==> config.mk <==
export PLATFORM = sky130hd
export DESIGN_NAME = front_panel_ctrl
export DESIGN_NICKNAME = d
export VERILOG_FILES = /design/src/rtl/front_panel_pkg.sv /design/src/rtl/front_panel_ctrl_debounce.sv /design/src/rtl/front_panel_ctrl.sv
export SDC_FILE = /design/constraint.sdc
export NUM_CORES = 1
export LEC_CHECK = 0
export CORE_AREA = 2 2 69 120
export DETAILED_ROUTE_END_ITERATION = 7
export DIE_AREA = 0 0 71 122
export GPL_ROUTABILITY_DRIVEN = 1
export PLACE_DENSITY = 0.86
export SETUP_SLACK_MARGIN = 0.15
export SLEW_MARGIN = 20
export SYNTH_ARGS = -nofsm -noshare
export SYNTH_HDL_FRONTEND = slang
export SYNTH_SLANG_ARGS = --single-unit
==> constraint.sdc <==
create_clock -name clk -period 8.7 [get_ports clk]
set_input_delay 1.305 -clock clk [delete_from_list [all_inputs] [get_ports clk]]
set_output_delay 1.305 -clock clk [all_outputs]
set_load 0.01 [all_outputs]
==> src/rtl/front_panel_pkg.sv <==
// Shared types, default constants and volume arithmetic for the front-panel controller.
package front_panel_pkg;

  typedef enum logic [1:0] {IDLE = 2'd0, HOST = 2'd1, STEP = 2'd2, ACK = 2'd3} fp_state_t;

  localparam logic [7:0] VOL_MAX_DEF    = 8'd200;
  localparam logic [7:0] ACCEL_STEP_DEF = 8'd4;

  // Up saturates at max (9-bit sum so 255+step cannot wrap); down floors at zero.
  function automatic logic [7:0] sat_add_sub(input logic [7:0] vol, input logic [7:0] step,
                                             input logic up, input logic [7:0] max);
    logic [8:0] sum;
    sum = {1'b0, vol} + {1'b0, step};
    if (up) begin
      sat_add_sub = (sum > {1'b0, max}) ? max : sum[7:0];
    end else begin
      sat_add_sub = (vol < step) ? 8'd0 : vol - step;
    end
  endfunction

endpackage

==> src/rtl/front_panel_ctrl_debounce.sv <==
// Push-switch conditioning: 2-FF synchronizer, stability counter, one-cycle press pulse.
module switch_debounce #(
  parameter logic [19:0] DEBOUNCE_CYCLES = 20'd500_000
) (
  input  logic clk,
  input  logic reset,
  input  logic sw_raw,
  output logic press
);

  logic [1:0]  sync_reg;
  logic [19:0] cnt_reg;
  logic        level_reg;
  logic        press_reg;

  always_ff @(posedge clk or negedge reset) begin
    if (!reset) begin
      sync_reg  <= 2'b00;
      cnt_reg   <= 20'd0;
      level_reg <= 1'b0;
      press_reg <= 1'b0;
    end else begin
      sync_reg  <= {sync_reg[0], sw_raw};
      press_reg <= 1'b0;
      // Counter only runs while the input disagrees with the accepted level.
      if (sync_reg[1] == level_reg) begin
        cnt_reg <= 20'd0;
      end else if (cnt_reg == DEBOUNCE_CYCLES - 20'd1) begin
        level_reg <= sync_reg[1];
        cnt_reg   <= 20'd0;
        press_reg <= sync_reg[1];
      end else begin
        cnt_reg <= cnt_reg + 20'd1;
      end
    end
  end

  assign press = press_reg;

endmodule

==> src/rtl/front_panel_ctrl.sv <==
// Front-panel volume/mute controller: encoder stepping with acceleration, host writes,
// mute toggle from the push switch, and sample-aligned application to the audio path.
module front_panel_ctrl
  import front_panel_pkg::*;
#(
  parameter logic [7:0]  VOL_MAX         = VOL_MAX_DEF,
  parameter logic [23:0] ACCEL_WINDOW    = 24'd2_000_000,
  parameter logic [7:0]  ACCEL_STEP      = ACCEL_STEP_DEF,
  parameter logic [19:0] DEBOUNCE_CYCLES = 20'd500_000
) (
  input  logic       clk,
  input  logic       reset,
  input  logic       audio_clk_enable,
  input  logic       audio_enable,
  input  logic       enc_state_change,
  input  logic       clkwise,
  input  logic       enc_switch,
  input  logic       host_wr_stb,
  input  logic [7:0] host_wr_data,
  output logic       rotary_encoder_rd_stb,
  output logic [7:0] volume,
  output logic       mute,
  output logic       vol_changed,
  output logic       vu_enable,
  output logic [7:0] status
);

  localparam logic [1:0]  ST_IDLE   = IDLE;
  localparam logic [1:0]  ST_HOST   = HOST;
  localparam logic [1:0]  ST_STEP   = STEP;
  localparam logic [1:0]  ST_ACK    = ACK;
  localparam logic [23:0] TIMER_SAT = 24'hFF_FFFF;

  logic [1:0]  state_reg;
  logic        pending_reg;
  logic        pending_dir_reg;
  logic [7:0]  host_data_reg;
  logic [7:0]  vol_req_reg;
  logic        mute_req_reg;
  logic [23:0] accel_timer_reg;
  logic        rd_stb_reg;
  logic [7:0]  volume_reg;
  logic        mute_reg;
  logic        vol_changed_reg;
  logic        vu_enable_reg;
  logic        sw_press;
  logic        accel_active;
  logic [7:0]  step;
  logic        ack_clear;

  switch_debounce #(.DEBOUNCE_CYCLES(DEBOUNCE_CYCLES)) u_debounce (
    .clk    (clk),
    .reset  (reset),
    .sw_raw (enc_switch),
    .press  (sw_press)
  );

  assign accel_active = accel_timer_reg < ACCEL_WINDOW;
  assign step         = accel_active ? ACCEL_STEP : 8'd1;
  assign ack_clear    = (state_reg == ST_ACK);

  // One-deep event buffer; an event landing on the clearing cycle is kept.
  always_ff @(posedge clk or negedge reset) begin
    if (!reset) begin
      pending_reg     <= 1'b0;
      pending_dir_reg <= 1'b0;
    end else if (enc_state_change && (!pending_reg || ack_clear)) begin
      pending_reg     <= 1'b1;
      pending_dir_reg <= clkwise;
    end else if (ack_clear) begin
      pending_reg <= 1'b0;
    end
  end

  always_ff @(posedge clk or negedge reset) begin
    if (!reset) begin
      state_reg     <= ST_IDLE;
      host_data_reg <= 8'd0;
      vol_req_reg   <= 8'd0;
      rd_stb_reg    <= 1'b0;
    end else begin
      rd_stb_reg <= 1'b0;
      case (state_reg)
        ST_IDLE: begin
          if (host_wr_stb) begin
            host_data_reg <= host_wr_data;
            state_reg     <= ST_HOST;
          end else if (pending_reg) begin
            state_reg <= ST_STEP;
          end
        end
        ST_HOST: begin
          vol_req_reg <= (host_data_reg > VOL_MAX) ? VOL_MAX : host_data_reg;
          state_reg   <= ST_IDLE;
        end
        ST_STEP: begin
          vol_req_reg <= sat_add_sub(vol_req_reg, step, pending_dir_reg, VOL_MAX);
          state_reg   <= ST_ACK;
        end
        ST_ACK: begin
          rd_stb_reg <= 1'b1;
          state_reg  <= ST_IDLE;
        end
        default: state_reg <= ST_IDLE;
      endcase
    end
  end

  // Starts saturated so the first event after reset always takes the unit step.
  always_ff @(posedge clk or negedge reset) begin
    if (!reset) begin
      accel_timer_reg <= TIMER_SAT;
    end else if (state_reg == ST_STEP) begin
      accel_timer_reg <= 24'd0;
    end else if (accel_timer_reg != TIMER_SAT) begin
      accel_timer_reg <= accel_timer_reg + 24'd1;
    end
  end

  always_ff @(posedge clk or negedge reset) begin
    if (!reset) begin
      mute_req_reg <= 1'b1;
    end else if (sw_press) begin
      mute_req_reg <= ~mute_req_reg;
    end
  end

  always_ff @(posedge clk or negedge reset) begin
    if (!reset) begin
      volume_reg      <= 8'd0;
      mute_reg        <= 1'b1;
      vol_changed_reg <= 1'b0;
      vu_enable_reg   <= 1'b0;
    end else begin
      vol_changed_reg <= 1'b0;
      vu_enable_reg   <= audio_enable & ~mute_reg;
      if (audio_clk_enable && ({vol_req_reg, mute_req_reg} != {volume_reg, mute_reg})) begin
        volume_reg      <= vol_req_reg;
        mute_reg        <= mute_req_reg;
        vol_changed_reg <= 1'b1;
      end
    end
  end

  assign rotary_encoder_rd_stb = rd_stb_reg;
  assign volume                = volume_reg;
  assign mute                  = mute_reg;
  assign vol_changed           = vol_changed_reg;
  assign vu_enable             = vu_enable_reg;
  assign status = {(state_reg != ST_IDLE), pending_reg, accel_active, mute_req_reg, state_reg, 2'b00};

endmodule

Word-level counts from Yosys, hierarchy flattened --
Cells that the tools add are included.
Cells by class: order comparisons 4, bitwise logic cells 4, reductions and logical operators 12, add/sub/neg operators 4, mux-type cells 19, equality and inequality tests 8
Operators by type and width (number):
- two-way mux 24 bit | 2
- two-way mux 20 bit | 2
- two-way mux 8 bit | 4
- adder 24 x 1 -> 24 bit (second input constant) | 1
- < comparator 24 x 21 -> 1 bit (second input constant) | 1
- inequality test 24 bit (second input constant) | 1
- adder 20 x 1 -> 20 bit (second input constant) | 1
- equality test 20 x 19 -> 1 bit (second input constant) | 1
- case mux 8 bit (2 select lines) | 1
- adder 8 x 3 -> 9 bit | 1
- greater-than comparator 9 x 8 -> 1 bit (second input constant) | 1
- inequality test 9 bit | 1
- greater-than comparator 8 bit (second input constant) | 1
- < comparator 8 x 3 -> 1 bit | 1
- nonzero test 2 bit | 4
- subtractor 8 x 3 -> 8 bit | 1
- two-way mux 1 bit | 6
- case mux 2 bit (3 select lines) | 1
- equality test 2 bit (second input constant) | 2
- two-way mux 2 bit | 2
- AND reduction 2 bit | 2
- two-way mux 3 bit | 1
- inequality test 3 bit (second input constant) | 1
- NOT 1 bit | 3
- other kinds (8) | 9
Storage, ports and cells: logic and storage cells 67, output and inout bits 20, register bits 81, bits of input ports 16

Depth between registers and ports, before layout --
depth in word-level cells 7, mapped depth 13, gate-level depth less buffers 12

Hierarchy --
A second synthesis with hierarchy kept.
Second synthesis, totals: cells, all modules 475, area total of the unflattened synthesis 4652.0 um^2
Modules (own cells, without submodules):
- front_panel_ctrl | times used 1, cells an instance 362, sequential area each 1458.9 um^2, area an instance 3460.8 um^2
- switch_debounce | times used 1, cells an instance 113, sequential area each 600.6 um^2, area an instance 1191.1 um^2

Worst setup path before layout --
Ideal clock, no wire load.
path type reg-to-reg, start point register accel_timer_reg[18], end point register vol_req_reg[2], required time 8.568 ns, setup slack 5.857 ns, arrival time 2.711 ns, stages on the path, launching flop included 12, path through dfstp_2 > nand4_1 > o21ai_0 > ha_1 > ha_1 > nand2b_1 > clkbuf_1 > and3_1 > a32o_1 > o221a_2 > o311ai_0 > a21oi_1
Between the ends: word-level cells in the longest chain between the ends 7, elaborated cells on any way between the ends 10
Ends and longest elaborated chain:
- start, declared | line front_panel_ctrl.sv:40 | logic [23:0] accel_timer_reg;
- start signal, assigned | line front_panel_ctrl.sv:116 | accel_timer_reg <= accel_timer_reg + 24'd1;
- < comparator 24 x 21 -> 1 bit * | line front_panel_ctrl.sv:58 | assign accel_active = accel_timer_reg < ACCEL_WINDOW;
- two-way mux 3 bit * | line front_panel_ctrl.sv:59 | assign step = accel_active ? ACCEL_STEP : 8'd1;
- adder 8 x 3 -> 9 bit | line front_panel_pkg.sv:13 | sum = {1'b0, vol} + {1'b0, step};
- greater-than comparator 9 x 8 -> 1 bit | line front_panel_pkg.sv:15 | sat_add_sub = (sum > {1'b0, max}) ? max : sum[7:0];
- two-way mux 8 bit | line front_panel_pkg.sv:15
- two-way mux 8 bit * | line front_panel_pkg.sv:14 | if (up) begin
- case mux 8 bit (2 select lines) * | line front_panel_ctrl.sv:83 | case (state_reg)
- end signal, assigned | line front_panel_ctrl.sv:93 | vol_req_reg <= (host_data_reg > VOL_MAX) ? VOL_MAX : host_data_reg;
- end signal, assigned | line front_panel_ctrl.sv:97 | vol_req_reg <= sat_add_sub(vol_req_reg, step, pending_dir_reg, VOL_MAX);
- end, declared | line front_panel_ctrl.sv:38 | logic [7:0] vol_req_reg;
Mark *: on every way between the ends. The rest lies on a longest branch, timed or not. A chain may end at the register's enable or synchronous reset.

Worst setup path after layout --
start point register accel_timer_reg[18], end point output status[5]
Between the ends: word-level cells in the longest chain between the ends 1
Ends and longest elaborated chain:
- < comparator 24 x 21 -> 1 bit | line front_panel_ctrl.sv:58
- end, declared | line front_panel_ctrl.sv:25 | output logic [7:0] status
Every way passes these cells.

==> qor.yml <==
status: "finished clean"
utilization_pct: 68.5
most-common-layout-cells: "75 x nor2_1, 55 x dfrtp_1, 38 x nand2_1"
die_w_microns: 71
path_class: "flop to primary output"
seq_area_frac_synth_pct: 43.7
critPathCaptureType: "primary output"
grt_pass1_wl_microns: 17600
nets: 537
synth-seq-cells: 81
via_count: 3696
area_growth_pct: 13.4
cts-root-buf: "clkbuf_16"
path_clk_slew_ns: 0.06
gp_congestion: 0.949
fillCellCount: 577
htree_levels: 3
worst_path_dominant_cell_family: "buffers and inverters"
diodes: 0
drtIter0Drc: 236
holdCritPathClass: "flop to flop"
cp-start-kind: "flop"
dieArea_sq_um: 8660
start_util_pct: 60.4
syn_area_per_cell_sq_um: 9.63
fp.dieH_microns: 122
post-place-ws_ns: 5.38
cp.depth: 4
p_per_area_nw_per_um2: 303
drv_slew: 0
drt_wl_total_microns: 10800
required_ns: 7.39
drt_pre_antenna_iters: 5
rows: 43
fin_crit_sh_pct: 41.9
ir_worst_vdd_uv: 243
dp_hpwl_microns: 7650
antenna_found_initial: 0
drive_gt1_share_pct: 14.4
crit_buf_inv: 2
post-route-drc-count: 0
grt-ovfl-total: 0
cts_hold_buf: 0
ys_types: 64
syn-instance-count: 489
relSlewSlack_pct: 51.6
finalNonFillerCells: 604
total_power_mw: 1.62
fin_crit_ns: 3.64
postCtsSetupBuffers: 0
synth-edff-count: 0
finalHoldViolCount: 0
yosysWarnings: 0
cts_resized: 0
io-pin-count: 36
holdPathStages: 0
tritoncts: "built"
syn_area_sq_um: 4710
placed_cell_area_sq_um: 4990
grtUsageTotal_pct: 26.1
fin_area_sq_um: 5340
ant_nets: 0
leakagePower_nw: 2.22
setup_slack_ns: 5.06
dp_cells: 588
async_reset_ff_share_pct: 100
cts_buffers: 9
coreArea_sq_um: 7800
grt_pass1_vias: 3735
layout_commonest_cell: "nor2_1"
rsz0062_at_grt: "no"
clkLatencyLatePin_ns: 0.34
cp_max_fo: 4
cts_num_sinks: 81
wl_per_cell_microns: 17.8
path_cells: "nand4_1 > o21ai_0 > inv_1 > clkdlybuf4s50_1"
port_buffers: 33
timing.fmax_mhz: 275
setup_violations: 0
worst_clock_skew_ns: 0.00672
viasPerCell: 6.12
largest_reg_flops: 24
setup_tns_ns: 0
grt_max_degree: 82
slowest_delay_ns: 0.56
ys.flop_type: "dfrtp_1"
slowest_stage: "dfstp_2"
drv_cap: 0
tightest_slew_ns: 0.726
cts_buffer_depth: 2
reg2reg_depth: 9
hold_ws_ns: 0.346
critPathArrivalTime_ns: 2.34
==> worst reg2reg max path, stage by stage, from the launching register on <==
cell	delay, ns
dfstp_2	0.56
nand4_1	0.20
o21ai_0	0.55
ha_1	0.50
and2b_1	0.29
nor4b_2	0.28
a21oi_1	0.24
a221oi_1	0.32
a21oi_1	0.11
o221a_2	0.28
==> worst paths after layout <==
check / from / end / slack (ns)
max: accel_timer_reg[18]$_DFFE_PN1P_ / status[5] / 5.06
min: u_debounce.sync_reg[0]$_DFF_PN0_ / u_debounce.sync_reg[1]$_DFF_PN0_ / 0.35
min reg2reg: u_debounce.sync_reg[0]$_DFF_PN0_ / u_debounce.sync_reg[1]$_DFF_PN0_ / 0.35
max in group asynchronous: reset / vol_req_reg[4]$_DFFE_PN0P_ / 7.21
min in group asynchronous: reset / vu_enable$_DFF_PN0_ / 0.98
max reg2reg: accel_timer_reg[18]$_DFFE_PN1P_ / vol_req_reg[3]$_DFFE_PN0P_ / 5.28
==> cells in the mapped netlist (all sizes together), types with 9 or more instances <==
cell | n | area (sq um)
nand4 | 15 | 93.8
clkbuf | 9 | 53.8
nand2 | 38 | 143
dfrtp | 55 | 1380
inv | 13 | 48.8
dfstp | 26 | 683
nand3 | 21 | 110
o21ai | 13 | 65.1
ha | 12 | 150
xnor2 | 30 | 263
a21oi | 22 | 110
xor2 | 22 | 193
nor3 | 13 | 81.3
buf | 17 | 116
nor2 | 75 | 282
and3 | 15 | 96.3
mux2 | 14 | 158
==> report_power, final <==
part	leakage, nW	total (mW)	internal [mW]	switching [mW]
combinational	1.09	0.588	0.261	0.327
sequential	0.965	0.597	0.466	0.132
clock	0.166	0.435	0.288	0.147
==> layer usage <==
| layer | track usage (%) | wire (microns) | vias up |
|---|---|---|---|
| met4 | 15.2 | 536 | 0 |
| met3 | 4.88 | 355 | 40 |
| li1 | - | - | 1747 |
| met2 | 46.6 | 5830 | 106 |
| met1 | 28.3 | 4030 | 1803 |
| met5 | 0 | 0 | - |
==> layout make-up <==
class,instances,area (sq um),share of cell area (%)
Tap cell,90,113,2.11
Clock inverter,5,103,1.92
Inverter,13,48.8,0.914
Timing Repair Buffer,34,339,6.35
Multi-Input combinational cell,370,2430,45.6
Sequential cell,81,2060,38.6
Clock buffer,11,243,4.55
==> kinds of logic (layout without fill, tap and decap cells) <==
kind of cell / Yosys count / after routing / share of synthesized area (%)
AO/OA/AOI/OAI: 73 / 73 / 11.5
XOR/XNOR: 52 / 52 / 9.67
adder cells (fa/ha/maj): 12 / 12 / 3.19
buffers and inverters: 39 / 63 / 4.65
flip-flops: 81 / 81 / 43.7
multiplexers: 17 / 17 / 3.99
other: 1 / 2 / 0.0796
AND/OR/NAND/NOR: 214 / 214 / 23.2
No activity file was read; power rests on OpenSTA's default activity.
